--- config.mk ---
export PLATFORM = sky130hd
export DESIGN_NAME = div_seq_flat
export DESIGN_NICKNAME = d
export VERILOG_FILES = /design/src/rtl/div_seq_if.sv /design/src/rtl/div_seq.sv /design/src/flat_wrapper.sv
export SDC_FILE = /design/constraint.sdc
export NUM_CORES = 1
export LEC_CHECK = 0
export ABC_CLOCK_PERIOD_IN_PS = 8600
export CORE_MARGIN = 1.5
export CORE_UTILIZATION = 62
export DETAILED_ROUTE_END_ITERATION = 10
export GPL_TIMING_DRIVEN = 0
export MAX_ROUTING_LAYER = met4
export PLACE_DENSITY_LB_ADDON = 0.1
export RECOVER_POWER = 50
export SETUP_SLACK_MARGIN = 0.5
export SYNTH_ARGS = -nofsm -noshare
export SYNTH_HDL_FRONTEND = slang
export SYNTH_SLANG_ARGS = --single-unit
--- constraint.sdc ---
create_clock -name clk -period 8.6 [get_ports clk]
set_clock_uncertainty 0.15 [all_clocks]
set_input_delay 1.72 -clock clk [delete_from_list [all_inputs] [get_ports clk]]
set_output_delay 1.72 -clock clk [all_outputs]
set_load 0.02 [all_outputs]
--- src/rtl/div_seq_if.sv ---
// div_seq_if: start/done handshake and result bus for the sequential divider.
//   master : drives div_init, signed_op, value_A (dividend), value_B (divisor);
//            observes busy, done, div_zero, hi (remainder), lo (quotient).
//   slave  : the divider side of the same signals.
interface div_seq_if #(
  parameter int WIDTH = 32
);
  logic             div_init;
  logic             signed_op;
  logic [WIDTH-1:0] value_A;
  logic [WIDTH-1:0] value_B;
  logic             busy;
  logic             done;
  logic             div_zero;
  logic [WIDTH-1:0] hi;
  logic [WIDTH-1:0] lo;

  modport master (
    output div_init, signed_op, value_A, value_B,
    input  busy, done, div_zero, hi, lo
  );

  modport slave (
    input  div_init, signed_op, value_A, value_B,
    output busy, done, div_zero, hi, lo
  );
endinterface

--- src/rtl/div_seq.sv ---
// div_seq: multicycle restoring divider for the HI/LO unit.
//   lo = quotient, hi = remainder (remainder takes the dividend's sign,
//   quotient truncates toward zero in signed mode).
// Ports:
//   clk   - rising-edge clock
//   reset - asynchronous, active-low reset
//   bus   - div_seq_if.slave: div_init/signed_op/value_A/value_B in,
//           busy/done/div_zero/hi/lo out
// Latency: start accepted at edge E0, hi/lo written at E(WIDTH+1), done high
// for the following cycle.
// Optional build macro DIV_ZERO_CHECK_EN: a zero divisor skips the iteration,
// returns hi = dividend, lo = all ones and raises div_zero (done after 1 cycle).
// Without it div_zero is tied low and a zero divisor runs the full algorithm.
module div_seq #(
  parameter int WIDTH = 32,
  parameter int CNT_W = $clog2(WIDTH) + 1
) (
  input  logic     clk,
  input  logic     reset,
  div_seq_if.slave bus
);

  typedef enum logic [1:0] {IDLE, RUN, FIX, DONE} state_t;

  state_t           state, state_nxt;
  logic [WIDTH-1:0] rem;     // partial remainder
  logic [WIDTH-1:0] dvd;     // dividend bits shifting out, quotient bits shifting in
  logic [WIDTH-1:0] dvs;     // divisor magnitude
  logic [CNT_W-1:0] cnt;
  logic             q_neg, r_neg;
  logic [WIDTH-1:0] hi_q, lo_q;

  logic             start;
  logic             a_neg, b_neg;
  logic [WIDTH-1:0] a_mag, b_mag;
  logic [WIDTH:0]   rem_sh, diff;
  logic             take;
  logic             last;

  assign start = (state == IDLE) && bus.div_init;
  assign a_neg = bus.signed_op & bus.value_A[WIDTH-1];
  assign b_neg = bus.signed_op & bus.value_B[WIDTH-1];
  // MIN negates to itself, which is the correct unsigned magnitude 2^(WIDTH-1).
  assign a_mag = a_neg ? -bus.value_A : bus.value_A;
  assign b_mag = b_neg ? -bus.value_B : bus.value_B;

  // rem < dvs holds between steps, so rem_sh < 2*dvs and the difference is
  // below 2^WIDTH whenever it is non-negative: WIDTH+1 bits suffice.
  assign rem_sh = {rem, dvd[WIDTH-1]};
  assign diff   = rem_sh - {1'b0, dvs};
  assign take   = ~diff[WIDTH];
  assign last   = (cnt == CNT_W'(WIDTH - 1));

`ifdef DIV_ZERO_CHECK_EN
  logic b_zero;
  logic dz_q;
  assign b_zero       = (bus.value_B == '0);
  assign bus.div_zero = dz_q;
`else
  assign bus.div_zero = 1'b0;
`endif

  assign bus.busy = (state == RUN) || (state == FIX);
  assign bus.done = (state == DONE);
  assign bus.hi   = hi_q;
  assign bus.lo   = lo_q;

  always_ff @(posedge clk or negedge reset) begin
    if (!reset) state <= IDLE;
    else        state <= state_nxt;
  end

  always_comb begin
    state_nxt = state;
    unique case (state)
      IDLE: begin
        if (start) begin
`ifdef DIV_ZERO_CHECK_EN
          state_nxt = b_zero ? DONE : RUN;
`else
          state_nxt = RUN;
`endif
        end
      end
      RUN:  if (last) state_nxt = FIX;
      FIX:  state_nxt = DONE;
      DONE: state_nxt = IDLE;
      default: state_nxt = IDLE;
    endcase
  end

  always_ff @(posedge clk or negedge reset) begin
    if (!reset) begin
      rem   <= '0;
      dvd   <= '0;
      dvs   <= '0;
      cnt   <= '0;
      q_neg <= 1'b0;
      r_neg <= 1'b0;
      hi_q  <= '0;
      lo_q  <= '0;
`ifdef DIV_ZERO_CHECK_EN
      dz_q  <= 1'b0;
`endif
    end else begin
      unique case (state)
        IDLE: begin
          if (start) begin
            rem   <= '0;
            dvd   <= a_mag;
            dvs   <= b_mag;
            cnt   <= '0;
            q_neg <= a_neg ^ b_neg;
            r_neg <= a_neg;
`ifdef DIV_ZERO_CHECK_EN
            dz_q  <= b_zero;
            if (b_zero) begin
              hi_q <= bus.value_A;
              lo_q <= '1;
            end
`endif
          end
        end
        RUN: begin
          rem <= take ? diff[WIDTH-1:0] : rem_sh[WIDTH-1:0];
          dvd <= {dvd[WIDTH-2:0], take};
          cnt <= cnt + CNT_W'(1);
        end
        FIX: begin
          lo_q <= q_neg ? -dvd : dvd;
          hi_q <= r_neg ? -rem : rem;
        end
        default: ;
      endcase
    end
  end

endmodule

--- src/flat_wrapper.sv ---
// flat-port wrapper written by rule: the top's interface ports become plain ports
module div_seq_flat 
#(
  parameter int WIDTH = 32,
  parameter int CNT_W = $clog2(WIDTH) + 1
)
  (clk, reset, bus_div_init, bus_signed_op, bus_value_A, bus_value_B, bus_busy, bus_done, bus_div_zero, bus_hi, bus_lo);
  div_seq_if #(.WIDTH(WIDTH)) bus_i ();
  input  logic clk;
  input  logic reset;
  input wire logic [$bits(bus_i.div_init)-1:0] bus_div_init;
  input wire logic [$bits(bus_i.signed_op)-1:0] bus_signed_op;
  input wire logic [$bits(bus_i.value_A)-1:0] bus_value_A;
  input wire logic [$bits(bus_i.value_B)-1:0] bus_value_B;
  output wire logic [$bits(bus_i.busy)-1:0] bus_busy;
  output wire logic [$bits(bus_i.done)-1:0] bus_done;
  output wire logic [$bits(bus_i.div_zero)-1:0] bus_div_zero;
  output wire logic [$bits(bus_i.hi)-1:0] bus_hi;
  output wire logic [$bits(bus_i.lo)-1:0] bus_lo;
  assign bus_i.div_init = bus_div_init;
  assign bus_i.signed_op = bus_signed_op;
  assign bus_i.value_A = bus_value_A;
  assign bus_i.value_B = bus_value_B;
  assign bus_busy = bus_i.busy;
  assign bus_done = bus_i.done;
  assign bus_div_zero = bus_i.div_zero;
  assign bus_hi = bus_i.hi;
  assign bus_lo = bus_i.lo;
  div_seq #(.WIDTH(WIDTH), .CNT_W(CNT_W)) u_core (.clk(clk), .reset(reset), .bus(bus_i));
endmodule
==> metrics.md, run 1 <==
| Metric | Value |
|---|---|
| Seq/Total Area, Yosys | 0.377 |
| Clock-pin slew on the worst setup and hold paths | 0.07 ns |
| Most instantiated cells after synthesis | dfrtp_1, nand2_1, o21ai_0, a21oi_1, nor2_1 |
| Die Area | 19000 um2 |
| Critical path's top delay family | buffers and inverters |
| # DRC | 0 |
| I/O pin cnt | 135 |
| Slew Limit Fails | 64 |
| Max-cap violations | 1 |
| Pin count of the biggest net entering global routing | 108 |
| Starting Density | 0.630 |
| Worst-Skew Late Latency | 0.44 ns |
| Nets | 1592 |
| Slew HR | -1.33 |
| PD cells | 447 nW/um2 |
| Post-CTS sizing | 0 |
| Die width | 138 um |
| GPL Wtd Cong | 0.930 |
| DRT Pass-1 Iters | 6 |
| Post-CTS Setup Bufs | 0 |
| CP Buf/Inv Count | 1 |
| Worst EP required | 8.20 ns |
| ANT cells | 0 |
| Mapped Nets | 1439 |
| Clk Tree Root Cell | clkbuf_16 |
| Crit path cell chain | clkbuf_1 |
| Post-Layout Cell Count | 1724 |
| Total gr overflow | 0 |
| Share of cells above drive strength 1 | 0.0435 |
| DP Wirelength | 23800 um |
| Most common cell in the synthesized netlist | dfrtp_1 |
| Ys flop type | dfrtp_1 |
| CTS tree | done |
| H-tree depth | 4 |
| CTS Buf Count | 17 |
| Layout filler cell count | 1373 |
| Final hold vios | 0 |
| Routed Antenna Nets | 0 |
| DRT Wirelength | 31500 um |
| Status | finished with violations |
| Worst Hold Class | reg2reg |
| Clk sinks | 170 |
| Peak supply drop | 250 uV |
| Worst-Margin Slew | 3.50 ns |
| LEAKAGE | 5.71 nW |
| Failing checks | capacitance limit, slew limit |
| Die H | 138 um |
| Fmax | 218 MHz |
| Core Region | 17900 um2 |
| Post-synth top area cell | dfrtp_1 |
| Synthesized flop and latch total | 170 |
| Final worst path period share | 0.534 |
| Vias/cell | 6.12 |
| Async set-reset flop share out of synthesis | 1.00 |
| Post-synthesis cell area | 11300 um2 |
| # hold bufs at CTS | 0 |
| WHS | 0.334 ns |
| Rows | 49 |
| Routed WL per cell | 18.2 um |
| Post-synth EDFFs | 0 |
| Vias in the first global route | 9882 |
| Maximum fanout along the worst path | 64 |
| Core Util, Final | 0.755 |
| Worst path arrival time | 4.19 ns |
| Dpl cells | 1692 |
| Unrepaired setup endpoints after global routing | no |
| Mean Syn Cell Area | 8.49 um2 |
| Multi-input gate area | 6530 um2 |
| Crit Path Category | in2async |
| Worst path max stage delay | 2.41 ns |
| Layout area overhead | 19.8% |
| Register area | 4250 um2 |
| Startpoint types | input pin |
| Synth top area cells | dfrtp_1, xor2_1, o21ai_0 |
| Crit. End Element | async pin |
| Final setup viols | 0 |
| Slowest cell on crit path | clkbuf_1 |
| Clk buf depth | 2 |
| Post-synthesis cell count | 1329 |
| Global-route usage over all layers | 0.350 |
| Total number of yosys warnings | 0 |
| Initial antenna violation count | 0 |
| Initial drt markers | 1114 |
| Clock period minus worst slack | 4.60 ns |
| Via count | 10550 |
| Synth unique cells | 69 |
| First-pass GRT wire length | 49900 um |
| IO buf count | 133 |
| Yosys top cell area share | 0.377 |
==> through the flow <==
step / setup WS (ns) / TNS (ns) / total power [mW] / instance area, um2
4_1_cts: 4.11 / 0 / 5.98 / 13500
3_3_place_gp: -1.09 / -182.15 / 5.06 / 12900
6_report: 4.00 / 0 / 6.05 / 13500
5_1_grt: 3.33 / 0 / 6.48 / 13500
2_1_floorplan: 4.38 / 0 / 4.02 / 11300
3_5_place_dp: 3.69 / 0 / 5.17 / 12900
==> cell usage in the layout, fill, tap and decap left out, drive strengths merged, types with 13 or more instances in the layout <==
cell type / instances
xor2: 105
nor3: 13
mux2i: 27
o21ai: 147
xnor2: 45
inv: 60
ha: 41
dfrtp: 170
nor2: 124
clkdlybuf4s50: 131
clkbuf: 80
o41ai: 18
a21oi: 126
o31ai: 31
nand4: 17
or4: 20
nand3: 18
nand2: 153
==> worst paths after layout <==
check	start	endpoint	slack, ns	depth (start not counted)
max in group clk	bus_value_A[8]	u_core.dvd[23]	4.08	9
max reg2reg	u_core.rem[12]	u_core.rem[24]	4.72	11
max	reset	u_core.dvd[14]	4.00	1
min reg2reg	u_core.dvs[19]	u_core.dvs[19]	0.33	2
min in group asynchronous	reset	u_core.bus.hi[9]	2.31	1
min	u_core.dvs[19]	u_core.dvs[19]	0.33	2
==> power breakdown <==
| part | switching, mW | internal, mW |
|---|---|---|
| sequential | 0.398 | 1.19 |
| clock | 0.345 | 0.443 |
| combinational | 2.19 | 1.48 |
==> sequential cells by signal, summed over array words and instances, names as in the netlist <==
name / flops
u_core.bus.hi: 32
u_core.bus.lo: 32
u_core.cnt: 6
u_core.dvd: 32
u_core.dvs: 32
u_core.q_neg: 1
u_core.r_neg: 1
u_core.rem: 32
u_core.state: 2
==> layout make-up <==
class | instances | share of cell area
multi-input cells | 1032 | 0.483
flip-flops and latches | 170 | 0.315
repair buffers | 134 | 0.100
clock buffers | 18 | 0.0325
well taps | 229 | 0.0212
plain buffers | 70 | 0.0206
inverters | 57 | 0.0158
clock inverters | 14 | 0.0123
==> layer usage <==
metal / vias to the layer above / wire length (um) / track usage
li1: 5019 / - / -
met1: 4988 / 14500 / 0.500
met2: 488 / 13800 / 0.510
met3: 55 / 2610 / 0.0585
met4: 0 / 519 / 0.107
met5: - / 0 / -
==> kinds of logic (layout without fill, tap and decap cells) <==
family                   after synthesis  count (layout)  synth area share
XOR/XNOR                             150             150             0.118
adder cells (fa/ha/maj)               42              42            0.0472
AO/OA/AOI/OAI                        397             397             0.212
other                                  1               1          0.000332
buffers and inverters                127             293            0.0437
AND/OR/NAND/NOR                      410             410             0.173
flip-flops                           170             170             0.377
multiplexers                          32              32            0.0289
(Power assumes the default switching activity.)
==> inputs of run 2 (changes only) <==
Settings changed: ABC_CLOCK_PERIOD_IN_PS 8600 to 4050, CORE_UTILIZATION 62 to 52.
Clock period 8.6 ns to 4.05 ns, I/O delays scaled along.
==> metrics.md, run 2 (same netlist as run 1, synthesis figures left out) <==
| Metric | Value |
|---|---|
| Status | finished with violations (unchanged) |
| Failing checks | capacitance limit, slew limit (unchanged) |
| Pin count of the biggest net entering global routing | 113 (was 108) |
| H-tree depth | 4 (unchanged) |
| CTS Buf Count | 17 (unchanged) |
| Crit Path Category | in2reg (was in2async) |
| Core Region | 21200 um2 (was 17900 um2) |
| Most frequent cells in the layout | dfrtp_1, nand2_1, o21ai_0, a21oi_1, nor2_1 (was dfrtp_1, nand2_1, o21ai_0, clkdlybuf4s50_1, a21oi_1) |
| DRT Pass-1 Iters | 5 (was 6) |
| Vias in the first global route | 9484 (was 9882) |
| GPL Wtd Cong | 0.973 (was 0.930) |
| Final hold vios | 0 (unchanged) |
| LEAKAGE | 5.76 nW (was 5.71 nW) |
| Clk buf depth | 2 (unchanged) |
| Worst-Skew Late Latency | 0.44 ns (about the same) |
| Levels on crit path | 8 (was 1) |
| DRT Wirelength | 31500 um (about the same) |
| Vias/cell | 5.78 (was 6.12) |
| Design area | 13700 um2 (was 13500 um2) |
| DP Wirelength | 24200 um (was 23800 um) |
| Most common library cell in the layout ignoring fill and taps | dfrtp_1 (unchanged) |
| Slew HR | -0.877 (was -1.33) |
| Initial antenna violation count | 0 (unchanged) |
| Fmax | 281 MHz |
| Die Area | 22600 um2 (was 19000 um2) |
| Total gr overflow | 0 (unchanged) |
| Final worst path period share | 0.880 |
| Worst path arrival time | 3.71 ns (was 4.19 ns) |
| Psw | 6.26 mW (was 2.93 mW) |
| Starting Density | 0.533 (was 0.630) |
| Rows | 53 (was 49) |
| Die H | 150 um (was 138 um) |
| Switching part of the total | 0.490 (was 0.485) |
| Critical path's top delay family | simple AND/OR/NAND/NOR gates (was buffers and inverters) |
| Worst path most repeated cell | or4_1 |
| Clock-pin slew on the worst setup and hold paths | 0.07 ns (about the same) |
| Worst path max stage delay | 0.64 ns (was 2.41 ns) |
| CP Buf/Inv Count | 1 (unchanged) |
| Maximum fanout along the worst path | 4 (was 64) |
| Final setup viols | 0 (unchanged) |
| # DRC | 0 (unchanged) |
| Clk Tree Root Cell | clkbuf_16 (unchanged) |
| Nets | 1598 (was 1592) |
| IO buf count | 133 (unchanged) |
| Total chip power | 12.8 mW (was 6.05 mW) |
| Global-route usage over all layers | 0.296 (was 0.350) |
| Critical R2R Launch | u_core.rem[14] (was u_core.rem[12]) |
| Worst Hold Class | reg2reg (unchanged) |
| Peak supply drop | 376 uV (was 250 uV) |
| Share of cells above drive strength 1 | 0.0553 (was 0.0435) |
| I/O pin cnt | 135 (unchanged) |
| PD cells | 935 nW/um2 (was 447 nW/um2) |
| Routed Antenna Nets | 0 (unchanged) |
| Max-cap violations | 1 (unchanged) |
| ANT cells | 0 (unchanged) |
| CTS tree | done (unchanged) |
| Die width | 150 um (was 138 um) |
| Worst R2R End | u_core.rem[19] (was u_core.rem[24]) |
| Clk sinks | 170 (unchanged) |
| First-pass GRT wire length | 50400 um (was 49900 um) |
| Slew Limit Fails | 59 (was 64) |
| Place WS | 0.0627 ns (was 3.69 ns) |
| Reg2Reg Setup Slack | 0.66 ns (was 4.72 ns) |
| Crit path cell chain | dlygate4sd3_1 > or4_1 > nor4_4 > nand4_1 > or4_1 > o31ai_1 > xor2_1 > o21ai_0 (was clkbuf_1) |
| Worst setup margin | 0.487 ns (was 4.00 ns) |
| Worst EP required | 4.20 ns (was 8.20 ns) |
| Power share of the sequential group | 0.266 (was 0.262) |
| Placed cell areas | 13000 um2 (was 12900 um2) |
| Clock period minus worst slack | 3.56 ns |
| Layout area overhead | 21.2% (was 19.8%) |
| Slowest cell on crit path | or4_1 (was clkbuf_1) |
| Via count | 10271 (was 10550) |
| Initial drt markers | 816 (was 1114) |
| Startpoint types | input pin (unchanged) |
| Crit. End Element | flop (was async pin) |
| Clock network power share | 0.125 (was 0.130) |
| Unrepaired setup endpoints after global routing | no (unchanged) |
| Cell internal pwr | 6.52 mW (was 3.11 mW) |
| Worst-Margin Slew | 2.82 ns (was 3.50 ns) |
| CP Launch Point | bus_value_B[4] (was reset) |
| Worst Setup EP | u_core.dvs[28] (was u_core.dvd[14]) |
| Routed WL per cell | 17.7 um (was 18.2 um) |
| Register-to-Register Path Depth | 10 (was 11) |
| Logic pwr share | 0.610 (was 0.607) |
[run 2: power groups by stage]
stage          Clock [mW]  Combinational (mW)  Sequential (mW)
6_report             1.59                7.79             3.39
5_1_grt              1.68                8.62             3.49
4_1_cts              1.61                7.70             3.37
3_5_place_dp            0                7.60             3.40
3_3_place_gp            0                7.50             3.36
2_1_floorplan           0                5.03             3.50
[run 2: metal layers]
metal | track usage | part of all wire | vias to the layer above
met5 | - | 0 | -
met1 | 0.441 | 0.49 | 4864
met4 | 0.0657 | 0.011 | 0
li1 | - | - | 5039
met2 | 0.411 | 0.42 | 341
met3 | 0.0594 | 0.076 | 27
[run 2: layout make-up]
cell class | instances | area [um2]
Clock buffer | 18 | 439
Timing Repair Buffer | 140 | 1410
Inverter | 57 | 214
Clock inverter | 14 | 128
Fill cell | 1881 | 7480
Sequential cell | 170 | 4250
Buffer | 70 | 282
Multi-Input combinational cell | 1032 | 6600
Tap cell | 275 | 344
[run 2: metrics by stage]
step | setup TNS [ns] | std cells | hold slack [ns] | util
finish | 0 | 1776 | 0.333 | 0.646
floorplan | 0 | 1329 | 0.300 | -
global placement | -833.35 | 1737 | 0.314 | 0.613
global route | 0 | 1776 | 0.357 | 0.646
CTS | 0 | 1771 | 0.155 | 0.642
detailed placement | 0 | 1738 | 0.321 | 0.614
[run 2: worst min path at each step]
stage | to | slack (ns) | startpoint | cells past startpoint
final | u_core.dvs[15] | 0.33 | u_core.dvs[15] | 2
after global routing | u_core.dvs[15] | 0.36 | u_core.dvs[15] | 2
after CTS | u_core.dvs[10] | 0.16 | reset | 1
after detailed placement | u_core.dvs[15] | 0.32 | u_core.dvs[15] | 2
after global placement | u_core.dvs[31] | 0.31 | u_core.dvs[31] | 2
after floorplan | u_core.dvs[10] | 0.30 | u_core.dvs[10] | 2
[run 2: repair_timing]
item	CTS	global route
pin swaps	1	9
resized for setup	3	20
setup buffers	1	5
setup endpoints to repair	33	41
hold buffers	0	0
endpoints found under the hold margin	0	0
[run 2: tightest hold or removal path: cells and delay by family (launching register included)]
| kind | cells | cell delay (ns) |
|---|---|---|
| flops | 1 | 0.35 |
| compound gates | 1 | 0.06 |
| simple gates | 1 | 0.05 |
==> inputs of run 3 (changes only) <==
Settings changed: PLACE_DENSITY from default to 0.78, PLACE_DENSITY_LB_ADDON 0.1 to default.
==> metrics.md, run 3 (same netlist as run 1, synthesis figures left out) <==
| Metric | Value |
|---|---|
| Design area | 13700 um2 (about the same) |
| Setup total negative slack | 0 ns (unchanged) |
| Busiest layer in global routing | met2 (was met1) |
| Clock-pin slew on the worst setup and hold paths | 0.07 ns (about the same) |
| Total gr overflow | 0 (unchanged) |
| Starting Density | 0.533 (unchanged) |
| Die width | 150 um (unchanged) |
| I/O pin cnt | 135 (unchanged) |
| Layout filler cell count | 1800 (was 1881) |
| Startpoint types | input pin (unchanged) |
| Failing checks | capacitance limit, slew limit (unchanged) |
| Max-cap violations | 1 (unchanged) |
| DRT Wirelength | 31600 um (was 31500 um) |
| Most frequent cells in the layout | dfrtp_1, nand2_1, o21ai_0, a21oi_1, nor2_1 (unchanged) |
| Worst R2R End | u_core.rem[31] (was u_core.rem[19]) |
| ANT cells | 0 (unchanged) |
| Worst Hold Class | reg2reg (unchanged) |
| Maximum fanout along the worst path | 4 (unchanged) |
| Crit. End Element | flop (unchanged) |
| Most common library cell in the layout ignoring fill and taps | dfrtp_1 (unchanged) |
| Clk buf depth | 2 (unchanged) |
| Register-to-Register Path Depth | 10 (unchanged) |
| Routed Antenna Nets | 0 (unchanged) |
| Peak supply drop | 410 uV (was 376 uV) |
| Initial drt markers | 894 (was 816) |
| Routed WL per cell | 17.8 um (was 17.7 um) |
| Slew Limit Fails | 43 (was 59) |
| Vias in the first global route | 9650 (was 9484) |
| Clk sinks | 170 (unchanged) |
| LEAKAGE | 5.75 nW (was 5.76 nW) |
| Initial antenna violation count | 0 (unchanged) |
| First-pass GRT wire length | 50400 um (about the same) |
| DP Wirelength | 24200 um (about the same) |
| Critical R2R Launch | u_core.dvs[1] (was u_core.rem[14]) |
| Worst path arrival time | 3.82 ns (was 3.71 ns) |
| CP Buf/Inv Count | 2 (was 1) |
| Worst-Margin Slew | 2.32 ns (was 2.82 ns) |
| Worst path max stage delay | 0.63 ns (was 0.64 ns) |
| # hold bufs at CTS | 0 (unchanged) |
| Slew HR | -0.547 (was -0.877) |
| Die Area | 22600 um2 (unchanged) |
| Reg2Reg Setup Slack | 0.71 ns (was 0.66 ns) |
| Share of cells above drive strength 1 | 0.0527 (was 0.0553) |
| # DRC | 0 (unchanged) |
| Final setup viols | 0 (unchanged) |
| Crit Path Category | in2reg (unchanged) |
| Fmax | 272 MHz (was 281 MHz) |
| Core Region | 21200 um2 (unchanged) |
| Unrepaired setup endpoints after global routing | yes (was no) |
| Layout area overhead | 21.1% (was 21.2%) |
| Global-route usage over all layers | 0.293 (was 0.296) |
| Nets | 1595 (was 1598) |
| DRT Pass-1 Iters | 5 (unchanged) |
| Pin count of the biggest net entering global routing | 129 (was 113) |
| Worst EP required | 4.20 ns (about the same) |
| HP Start | u_core.dvs[20] (was u_core.dvs[15]) |
| Placed cell areas | 13000 um2 (unchanged) |
| Global routing usage on met1 | 0.424 (was 0.441) |
| Final hold vios | 0 (unchanged) |
| GPL Wtd Cong | 0.947 (was 0.973) |
| IO buf count | 133 (unchanged) |
| Via count | 10470 (was 10271) |
| Worst-Skew Late Latency | 0.44 ns (about the same) |
| Clock period minus worst slack | 3.68 ns (was 3.56 ns) |
| Final worst path period share | 0.909 (was 0.880) |
| CTS tree | done (unchanged) |
| Die H | 150 um (unchanged) |
| Critical path's top delay family | simple AND/OR/NAND/NOR gates (unchanged) |
| Hold EP | u_core.dvs[20] (was u_core.dvs[15]) |
| Crit path cell chain | dlygate4sd3_1 > or4_1 > nor4_4 > buf_4 > nand4_1 > or4_1 > o31ai_1 > xor2_1 > o21ai_0 (was dlygate4sd3_1 > or4_1 > nor4_4 > nand4_1 > or4_1 > o31ai_1 > xor2_1 > o21ai_0) |
| PD cells | 938 nW/um2 (was 935 nW/um2) |
| Vias/cell | 5.91 (was 5.78) |
| H-tree depth | 4 (unchanged) |
| M3 GR Usage | 0.0470 (was 0.0594) |
| CTS Buf Count | 17 (unchanged) |
| M2 GR Usage | 0.429 (was 0.411) |
| Worst path most repeated cell | or4_1 (unchanged) |
| Rows | 53 (unchanged) |
| Clk Tree Root Cell | clkbuf_16 (unchanged) |
| Status | finished with violations (unchanged) |
| Cell count of the worst hold path | 2 (unchanged) |
| Slowest cell on crit path | or4_1 (unchanged) |
run 3: cell types whose count changed in the layout (fill, tap and decap cells not counted), moves of 2 or more:
cell             previous run  this run
dlymetal6s2s_1              4         2
buf_4                       8         5
clkinv_8                    0         2
clkdlybuf4s50_1           111       114
clkinvlp_4                  6         2
run 3: worst max-delay path by stage:
stage              startpoint  cells after the start               end
3_5_place_dp   bus_value_B[2]                      9    u_core.dvs[29]
6_report       bus_value_B[4]                      9    u_core.dvs[28]
5_1_grt        bus_value_B[4]                      9    u_core.dvs[28]
3_3_place_gp            reset                      1  u_core.bus.lo[7]
4_1_cts        bus_value_B[2]                      9    u_core.dvs[29]
2_1_floorplan  bus_value_A[8]                      8    u_core.dvd[30]
run 3: through the flow:
stage                util  cells  total power [mW]  worst slack [ns]  hold slack, ns
floorplan               -   1329              8.53             0.743           0.300
global placement    0.613   1737              10.8             -4.76           0.314
detailed placement  0.614   1738              11.0          -0.00570           0.321
CTS                 0.642   1771              12.7             0.503           0.105
global route        0.646   1773              13.8             0.287           0.365
finish              0.646   1773              12.8             0.370           0.335
run 3: tightest hold or removal path: stages (launching register included):
cell	delay (ns)
dfrtp_1	0.35
nand2_1	0.04
o21ai_0	0.06
run 3: where the power goes:
| group | internal, mW | switching (mW) | leakage [nW] |
|---|---|---|---|
| sequential | 2.52 | 0.847 | 2.07 |
| clock | 0.842 | 0.806 | 0.283 |
| combinational | 3.17 | 4.64 | 3.40 |
run 3: final cells by class:
| class | instances | area, um2 | share of cell area |
|---|---|---|---|
| Buffer | 70 | 282 | 0.0206 |
| Clock buffer | 18 | 439 | 0.0321 |
| Clock inverter | 14 | 148 | 0.0108 |
| Inverter | 57 | 214 | 0.0157 |
| Multi-Input combinational cell | 1032 | 6610 | 0.483 |
| Sequential cell | 170 | 4260 | 0.311 |
| Tap cell | 275 | 344 | 0.0252 |
| Timing Repair Buffer | 137 | 1380 | 0.101 |
run 3: repair_timing:
action                                  CTS  global route
endpoints found under the setup margin   26            38
buffers inserted                          1             2
pin swaps                                 1             5
gates resized for setup                   3            20
run 3: metal layers:
metal  wire, um  share of wire
met1      14900           0.47
met3       2220          0.070
met4        465          0.015
met5          0              0
met2      14000           0.44
